File: config.mk
export PLATFORM = sky130hd
export DESIGN_NAME = seq_mag_cmp
export DESIGN_NICKNAME = d
export VERILOG_FILES = /design/src/rtl/seq_mag_cmp_pkg.sv /design/src/rtl/seq_mag_cmp_chunk.sv /design/src/rtl/seq_mag_cmp.sv
export SDC_FILE = /design/constraint.sdc
export NUM_CORES = 1
export LEC_CHECK = 0
export CAP_MARGIN = 20
export CORE_ASPECT_RATIO = 1.5
export CORE_MARGIN = 4
export CORE_UTILIZATION = 46
export CTS_CLUSTER_SIZE = 30
export DETAILED_ROUTE_END_ITERATION = 10
export PLACE_DENSITY = 0.75
export SYNTH_ARGS = -nofsm -noshare
export SYNTH_HDL_FRONTEND = slang
export SYNTH_HIERARCHICAL = 1
export SYNTH_SLANG_ARGS = --single-unit
export TNS_END_PERCENT = 50
File: constraint.sdc
create_clock -name clk -period 2.8 [get_ports clk]
set_clock_uncertainty 0.05 [all_clocks]
set_input_delay 0.56 -clock clk [delete_from_list [all_inputs] [get_ports clk]]
set_output_delay 0.56 -clock clk [all_outputs]
set_load 0.05 [all_outputs]
File: src/rtl/seq_mag_cmp_pkg.sv
// Shared definitions for the sequential magnitude comparator.
//   state_t    : controller states (IDLE, CMP)
//   RES_*      : 2-bit result encoding for one chunk compare
//   msb_fix    : MSB adjustment mapping two's-complement onto offset-binary
package cmp_pkg;

  typedef enum logic {
    IDLE = 1'b0,
    CMP  = 1'b1
  } state_t;

  localparam logic [1:0] RES_EQ = 2'b00;
  localparam logic [1:0] RES_GT = 2'b01;
  localparam logic [1:0] RES_LT = 2'b10;

  // Inverting the sign bit turns a signed compare into an unsigned one.
  function automatic logic msb_fix(input logic msb, input logic signed_mode);
    return msb ^ signed_mode;
  endfunction

endpackage

File: src/rtl/seq_mag_cmp_chunk.sv
// Combinational unsigned compare of one CHUNK-bit slice.
//   ca, cb : slice operands
//   gt     : ca > cb
//   lt     : ca < cb
module cmp_chunk #(
  parameter int CHUNK = 2
) (
  input  logic [CHUNK-1:0] ca,
  input  logic [CHUNK-1:0] cb,
  output logic             gt,
  output logic             lt
);

  always_comb begin
    gt = (ca > cb);
    lt = (ca < cb);
  end

endmodule

File: src/rtl/seq_mag_cmp.sv
// Registered magnitude comparator, MSB-first, CHUNK bits per clock with
// early exit on the first differing chunk. Signed or unsigned per request.
//   clk, rst_n          : clock, async active-low reset
//   start               : request (ignored while busy)
//   signed_mode, a, b   : captured on the accepting edge
//   busy                : compare in progress
//   done                : one-cycle pulse, flags updated
//   equals/greater/lesser : result flags, held until next done
module seq_mag_cmp
  import cmp_pkg::*;
#(
  parameter int WIDTH = 8,
  parameter int CHUNK = 2
) (
  input  logic             clk,
  input  logic             rst_n,
  input  logic             start,
  input  logic             signed_mode,
  input  logic [WIDTH-1:0] a,
  input  logic [WIDTH-1:0] b,
  output logic             busy,
  output logic             done,
  output logic             equals,
  output logic             greater,
  output logic             lesser
);

  localparam int NCH = WIDTH / CHUNK;
  localparam int IW  = (NCH > 1) ? $clog2(NCH) : 1;
  localparam logic [IW-1:0] LAST = IW'(NCH - 1);

  state_t           state, state_nxt;
  logic [WIDTH-1:0] sa, sb, sa_nxt, sb_nxt;
  logic [IW-1:0]    idx, idx_nxt;
  logic             busy_nxt, done_nxt, eq_nxt, gt_nxt, lt_nxt;
  logic             c_gt, c_lt;
  logic [1:0]       res;

  cmp_chunk #(.CHUNK(CHUNK)) u_chunk (
    .ca (sa[WIDTH-1 -: CHUNK]),
    .cb (sb[WIDTH-1 -: CHUNK]),
    .gt (c_gt),
    .lt (c_lt)
  );

  always_comb begin
    if (c_gt)      res = RES_GT;
    else if (c_lt) res = RES_LT;
    else           res = RES_EQ;
  end

  always_ff @(posedge clk or negedge rst_n) begin
    if (!rst_n) begin
      state   <= IDLE;
      sa      <= '0;
      sb      <= '0;
      idx     <= '0;
      busy    <= 1'b0;
      done    <= 1'b0;
      equals  <= 1'b0;
      greater <= 1'b0;
      lesser  <= 1'b0;
    end else begin
      state   <= state_nxt;
      sa      <= sa_nxt;
      sb      <= sb_nxt;
      idx     <= idx_nxt;
      busy    <= busy_nxt;
      done    <= done_nxt;
      equals  <= eq_nxt;
      greater <= gt_nxt;
      lesser  <= lt_nxt;
    end
  end

  always_comb begin
    state_nxt = state;
    sa_nxt    = sa;
    sb_nxt    = sb;
    idx_nxt   = idx;
    busy_nxt  = busy;
    done_nxt  = 1'b0;
    eq_nxt    = equals;
    gt_nxt    = greater;
    lt_nxt    = lesser;
    unique case (state)
      IDLE: begin
        if (start) begin
          sa_nxt    = {msb_fix(a[WIDTH-1], signed_mode), a[WIDTH-2:0]};
          sb_nxt    = {msb_fix(b[WIDTH-1], signed_mode), b[WIDTH-2:0]};
          idx_nxt   = '0;
          busy_nxt  = 1'b1;
          state_nxt = CMP;
        end
      end
      CMP: begin
        sa_nxt  = sa << CHUNK;
        sb_nxt  = sb << CHUNK;
        idx_nxt = idx + IW'(1);
        if (res != RES_EQ || idx == LAST) begin
          eq_nxt    = (res == RES_EQ);
          gt_nxt    = (res == RES_GT);
          lt_nxt    = (res == RES_LT);
          done_nxt  = 1'b1;
          busy_nxt  = 1'b0;
          state_nxt = IDLE;
        end
      end
      default: state_nxt = IDLE;
    endcase
  end

endmodule

Word-level counts from Yosys, hierarchy flattened
Cells that the tools add are included.
- register bits after elaboration: 24
- input bits: 20
- output and inout port bits: 5
- logic and storage cells: 41
- add/subtract/negate cells: 1
- order comparisons: 2
- eq/ne operators: 5
- muxes and demuxes: 16
- bitwise logic cells: 3
- reduce and logical (&&, ||, !) cells: 5
- operator list (operator ; number):
    $pmux 8 s2 ; 2
    $mux 8 ; 2
    $mux 1 ; 6
    $mux 2 ; 3
    $eq 2x2->1 const B ; 2
    $pmux 1 s2 ; 2
    $pmux 2 s2 ; 1
    $reduce_and 2->1 ; 2
    $add 2x1->2 const B ; 1
    $eq 2x1->1 const B ; 1
    $gt 2x2->1 ; 1
    $logic_not 2->1 ; 1
    $lt 2x2->1 ; 1
    $ne 2x1->1 const B ; 1
    $ne 2x2->1 const B ; 1
    $reduce_bool 2->1 ; 1
    $xor 1x1->1 ; 2
    $logic_or 1x1->1 ; 1
    $not 1->1 ; 1

Longest topological paths before layout
Gate-level depths: netlist of run 1.
- word-level depth: 7
- depth in mapped cells: 7

Modules after synthesis
The synthesis of run 1 kept the hierarchy.
- by module, submodules not included (module ; times used ; cells an instance ; area an instance (sq um) ; seq. area each (sq um)):
    seq_mag_cmp ; 1 ; 95 ; 1084.8 ; 600.6
    cmp_chunk ; 1 ; 7 ; 65.1 ; 0.0

Worst setup path after synthesis of run 1
OpenSTA, ideal clock, no wires.
- path type: reg2reg
- from: register sa[7]
- to: register state
- arrival time: 1.331 ns
- data required time: 2.625 ns
- slack: 1.294 ns
- stages on the path, launching flop included: 6
- clock period less this slack: 1.506 ns
- cell sequence: dfrtp_1 > ha_1 > nor2b_4 > nor2_1 > nor3_2 > mux2_4
- longest elaborated chain between the ends: 7
- RTL lines (what ; line ; RTL):
    from (decl) ; seq_mag_cmp.sv:33 ; logic [WIDTH-1:0] sa, sb, sa_nxt, sb_nxt;
    from (signal assigned) ; seq_mag_cmp.sv:65 ; sa <= sa_nxt;
    $lt 2x2->1 ; seq_mag_cmp_chunk.sv:16 ; lt = (ca < cb);
    named net c_lt ; seq_mag_cmp.sv:36 ; logic c_gt, c_lt;
    $mux 2 ; seq_mag_cmp.sv:48 ; else if (c_lt) res = RES_LT;
    $mux 2 ; seq_mag_cmp.sv:47 ; if (c_gt) res = RES_GT;
    $reduce_bool 2->1 ; seq_mag_cmp.sv:100 ; if (res != RES_EQ || idx == LAST) begin
    $logic_or 1x1->1 ; seq_mag_cmp.sv:100 ;
    $mux 1 ; seq_mag_cmp.sv:100 ;
    $pmux 1 s2 ; seq_mag_cmp.sv:86 ; unique case (state)
    named net state_nxt ; seq_mag_cmp.sv:32 ; state_t state, state_nxt;
    to (signal assigned) ; seq_mag_cmp.sv:64 ; state <= state_nxt;
    to (decl) ; seq_mag_cmp.sv:32 ;
The timed path passes the listed nets, and every way through them passes these cells.
A chain may end at the register's enable or synchronous reset.

Worst setup path in the final report of run 1
- from: register busy
- to: output busy
- RTL lines (what ; line ; RTL):
    from (decl) ; seq_mag_cmp.sv:21 ; output logic busy,
    from (signal assigned) ; seq_mag_cmp.sv:68 ; busy <= busy_nxt;
No word-level cell between the ends.

==> results of run 1 <==
==> worst register-to-register path, cell delays in order, from the launching register on <==
cell     delay [ns]
dfrtp_1        0.41
ha_1           0.33
nor2b_4        0.14
nor2_1         0.25
nor3_2         0.12
mux2_4         0.26
==> layer usage <==
metal | GRT usage (%) | vias up | share of wire (%)
met3 | 1.94 | 5 | 4.2
met5 | 0 | - | 0
met2 | 19.6 | 16 | 48
met1 | 15.2 | 357 | 44
met4 | 8.08 | 0 | 3.2
li1 | - | 396 | -
==> layout make-up <==
class	instances	area, um^2	area share [%]
repair buffers	27	263	18.4
clock buffers	4	36.3	2.54
well taps	23	28.8	2.01
flip-flops and latches	24	601	42.0
multi-input cells	69	489	34.2
inverters	3	11.3	0.788
==> power by group through the flow <==
| stage | Combinational [mW] | Sequential [mW] | Clock [mW] |
|---|---|---|---|
| finish | 0.715 | 0.611 | 0.180 |
| global placement | 0.701 | 0.614 | 0 |
| detailed placement | 0.723 | 0.622 | 0 |
| global route | 0.790 | 0.637 | 0.199 |
| floorplan | 0.487 | 0.682 | 0 |
| CTS | 0.725 | 0.614 | 0.187 |
==> worst max-delay path by stage <==
stage,end,cells past startpoint
floorplan,state$_DFF_PN0_,5
global placement,sb[6]$_DFFE_PN0P_,4
detailed placement,sb[3]$_DFFE_PN0P_,4
CTS,busy,1
global route,busy,1
finish,busy,1
==> registers in the layout, summed over array words and instances (netlist names) <==
register and flops:
done 1, equals 1, state 1, idx 2
greater 1, sb 8, sa 8, busy 1
lesser 1
==> layout by cell type (no fill, tap or decap) <==
cell type / instances
a21oi_1: 1
a21oi_2: 1
a22o_1: 2
a2bb2oi_1: 1
a2bb2oi_2: 1
buf_4: 3
clkbuf_4: 3
clkbuf_8: 1
clkdlybuf4s50_1: 24
dfrtp_1: 24
ha_1: 3
inv_1: 3
mux2_4: 1
mux2i_1: 17
nand2_1: 13
nand2b_1: 1
nor2_1: 8
nor2b_1: 1
nor2b_4: 1
nor3_2: 1
o21a_1: 1
o21ai_1: 13
o22ai_1: 1
xor2_1: 2
==> cell usage after synthesis <==
master      n
a2bb2oi_1   1
ha_1        3
buf_6       3
nand2b_1    1
a2bb2oi_2   1
mux2i_1    17
buf_2       3
a22o_1      2
dfrtp_1    24
a21oi_1     1
o22ai_1     1
nor2b_4     1
nor2_1      8
o21ai_1    13
nand2_1    13
nor2b_1     1
nor3_2      1
xor2_1      2
mux2_4      1
o21a_1      1
a21oi_2     1
inv_1       3
==> metrics by stage <==
step	utilization, %	cells
after detailed placement	60.2	146
after floorplan	-	102
after CTS	61.8	150
final	61.8	150
after global routing	61.8	150
after global placement	60.2	146
==> cell families (layout without fill, tap and decap cells) <==
kind of cell             count (synthesis)  in the layout  share of synthesized area [%]
AND/OR/NAND/NOR                         25             25                           10.0
flip-flops                              24             24                           52.2
AO/OA/AOI/OAI                           21             21                           11.6
multiplexers                            18             18                           16.1
buffers and inverters                    9             34                           5.22
adder cells (fa/ha/maj)                  3              3                           3.26
XOR/XNOR                                 2              2                           1.52
==> results.cfg, run 1 <==
[worst_hold_path]
whs_path_depth = 2
hold_path_class = register to register
hold_end = sa[6]$_DFFE_PN0P_
min-delay-start = sa[4]$_DFFE_PN0P_

[run_status]
outcome = complete, no violations

[yosys]
synth_top_cell_by_area = dfrtp_1
ys_seq_area_share_pct = 52.2
ys_warn_count = 6
syn_avg_cell_area_um2 = 11.3
syn_area_um2 = 1150
synth-seq-cells = 24
synthCells = 102
synth_top_area_share_pct = 52.2
syn_nets = 125
yosys-top-cells-area = dfrtp_1, mux2i_1, o21ai_1
synthDistinctLibCells = 22

[routing]
first_pass_iters = 4
num_vias = 774
first_iter_violations = 36
drcViolationCount = 0
viasPerCell = 5.16
avgRoutedWirePerCell_um = 13.0
finalWirelength_um = 1950
drtAntennaViolNets = 0

[finish]
fillCellCount = 208
nNetsFinal = 151
drive_gt1_share_pct = 9.45
area_growth_pct = 24.3
diodes = 0
fin_area_um2 = 1430

[job]
max_cap_viol_count = 0

[global_route]
antenna_found_initial = 0
grt_pass1_wl_um = 3370
grt_use_total_pct = 12.4
grt_max_degree = 26
grt_pass1_vias = 806
gr-total-overflow = 0

[sta]
setup_viol = 0
slew_viol_final = 0
rsz0062_at_grt = false
period_minus_slack_ns = 2.14
timing.final.crit_share_pct = 76.3
timing.hold.ws_ns = 0.452
finalHoldViolCount = 0
tightest_slew_ns = 0.525
slew_headroom_pct = 65.0
fin_ws_ns = 0.663
setup_tns_ns = 0
fmax_ghz = 0.468

[critical_path]
crit_chain = clkdlybuf4s50_1
start_kind = register
rr_endpoint = state$_DFF_PN0_
crit_path_start = busy$_DFFE_PN0P_
rr_startpoint = sa[7]$_DFFE_PN0P_
cp.arrival_ns = 1.53
path_delay_family = buffers and inverters
required_ns = 2.19
crit_type = register to output pin
reg2reg_depth = 5
end_kind = output pin
path_max_fanout = 3
slowest_delay_ns = 0.81
cp_slowest_cell = clkdlybuf4s50_1
critPathBufInv = 1
r2r_slack_ns = 1.14

[clock_network]
cts.repair.resized = 0
clock_path_buffers = 2
numCtsBuffers = 3
ctsHoldBuffers = 0
cts_tree = built
htree_levels = 1
clk_latency_ns = 0.32
path_clk_slew_ns = 0.12
cts_root_buffer = clkbuf_4
post_cts_buffers = 0
cts_num_sinks = 24

[floorplan]
dieHeight_um = 69.2
initial_core_util_pct = 49.7
io_pins = 25
dieArea_um2 = 3380
fp.coreArea_um2 = 2310
std_cell_rows = 21
die_w_um = 48.8

[placement]
place_ws_ns = 0.973
gp_congestion = 0.710
hpwl_um = 1430
dpl-instance-area_um2 = 1390
portBuffers = 24

[power]
comb_power_share_pct = 47.5
p_leak_nw = 0.672
switching_power_mw = 0.599
powerDensity_nw_per_um2 = 1050
clkPwrFrac_pct = 12.0
power_mw = 1.51
ir_worst_vdd_mv = 0.503
power_switching_share_pct = 39.8
pwr-share-seq_pct = 40.5
p_int_mw = 0.907
Power figures use the tool's default switching activity.
==> run 2, diff against run 1 <==
==> constraint.sdc (replaced) <==
create_clock -name clk -period 2.1 [get_ports clk]
set_clock_uncertainty 0.05 [all_clocks]
set_input_delay 0.42 -clock clk [delete_from_list [all_inputs] [get_ports clk]]
set_output_delay 0.42 -clock clk [all_outputs]
set_load 0.05 [all_outputs]
==> results.cfg, run 2 (same netlist as run 1, synthesis figures left out) <==
[clock_network]
cts_num_sinks = 24
post_cts_buffers = 0
path_clk_slew_ns = 0.13
htree_levels = 1
cts.repair.resized = 0
cts_tree = built
clk_latency_ns = 0.31
numCtsBuffers = 3
clock_path_buffers = 2
ctsHoldBuffers = 0
cts_root_buffer = clkbuf_4

[sta]
period_minus_slack_ns = 1.99
slew_headroom_pct = 64.2
setup_viol = 0
fmax_ghz = 0.501
tightest_slew_ns = 0.537
setup_tns_ns = 0
timing.hold.ws_ns = 0.394
slew_viol_final = 0
timing.final.crit_share_pct = 95.0
rsz0062_at_grt = false
finalHoldViolCount = 0

[finish]
largestRegisters = sa: 8 flops, sb: 8 flops, idx: 2 flops
diodes = 0
seq_area_um2 = 601
fillCellCount = 205
multi_input_area_um2 = 489
area_growth_pct = 24.9
drive_gt1_share_pct = 10.2
final_cell_mix = dfrtp_1, clkdlybuf4s50_1, mux2i_1
nNetsFinal = 152

[routing]
first_pass_iters = 3
finalWirelength_um = 2020
drcViolationCount = 0
first_iter_violations = 12
num_vias = 767
viasPerCell = 5.08
drtAntennaViolNets = 0
avgRoutedWirePerCell_um = 13.4

[worst_hold_path]
hold_path_class = primary input to asynchronous set/reset pin

[critical_path]
start_kind = register
cp_slowest_cell = clkdlybuf4s50_1
critPathBufInv = 1
slowest_delay_ns = 0.81
end_kind = output pin
path_max_fanout = 3
required_ns = 1.63
crit_type = register to output pin
cp.arrival_ns = 1.52
crit_chain = clkdlybuf4s50_1
path_delay_family = buffers and inverters

[power]
power_switching_share_pct = 40.2
p_int_mw = 1.22
powerDensity_nw_per_um2 = 1420
switching_power_mw = 0.821
pwr-share-seq_pct = 40.1
comb_power_share_pct = 48.0
ir_worst_vdd_mv = 0.636
p_leak_nw = 0.677
clkPwrFrac_pct = 11.9

[placement]
portBuffers = 24
hpwl_um = 1530
gp_congestion = 0.730

[global_route]
grt_pass1_wl_um = 3380
grt_use_total_pct = 12.5
grt_pass1_vias = 776
gr-total-overflow = 0
grt_max_degree = 25
antenna_found_initial = 0

[job]
max_cap_viol_count = 0

[floorplan]
std_cell_rows = 21
dieArea_um2 = 3380
fp.coreArea_um2 = 2310
die_w_um = 48.8
dieHeight_um = 69.2
io_pins = 25
initial_core_util_pct = 49.7

[run_status]
outcome = complete, no violations
==> run 2: changes by cell type in the layout (fill, tap and decap cells not counted), sizes merged <==
cell	before	now
buf	3	4
==> run 2: worst paths after layout <==
| path | startpoint | end | slack [ns] | cells after the start |
|---|---|---|---|---|
| setup / recovery | busy$_DFFE_PN0P_ | busy | 0.11 | 1 |
| hold / removal | rst_n | greater$_DFFE_PN0P_ | 0.39 | 2 |
| hold reg to reg | idx[0]$_DFFE_PN0P_ | idx[0]$_DFFE_PN0P_ | 0.45 | 1 |
| setup reg to reg | sa[7]$_DFFE_PN0P_ | state$_DFF_PN0_ | 0.41 | 5 |
| max in group asynchronous | rst_n | sa[6]$_DFFE_PN0P_ | 1.38 | 2 |
| min in group clk | idx[0]$_DFFE_PN0P_ | idx[0]$_DFFE_PN0P_ | 0.45 | 1 |
==> run 2: layout make-up <==
type / instances / share of cell area, %
Sequential cell: 24 / 41.8
Clock buffer: 4 / 2.53
Tap cell: 23 / 2.00
Timing Repair Buffer: 28 / 18.8
Inverter: 3 / 0.784
Multi-Input combinational cell: 69 / 34.1
==> run 2: power groups by stage <==
stage          clock network, mW  registers (mW)  logic, mW
6_report                   0.242           0.820      0.980
5_1_grt                    0.270           0.856       1.07
4_1_cts                    0.247           0.826      0.991
3_5_place_dp                   0           0.835      0.990
3_3_place_gp                   0           0.822      0.953
2_1_floorplan                  0           0.910      0.650
==> run 2: metal layers <==
layer | vias up | track usage (%) | part of all wire [%]
li1 | 399 | - | -
met1 | 349 | 15.2 | 43
met2 | 16 | 20.3 | 50
met3 | 3 | 3.23 | 5.3
met4 | 0 | 5.39 | 1.4
met5 | - | 0 | 0
==> run 2: metrics by stage <==
step | cell area (um^2) | instances | total power, mW | utilization (%) | setup slack [ns]
final | 1440 | 151 | 2.04 | 62.1 | 0.105
after global routing | 1440 | 151 | 2.19 | 62.1 | 0.0496
after CTS | 1440 | 151 | 2.06 | 62.1 | 0.0871
after detailed placement | 1400 | 147 | 1.83 | 60.6 | 0.401
after global placement | 1400 | 147 | 1.77 | 60.6 | 0.452
after floorplan | 1150 | 102 | 1.56 | - | 0.594
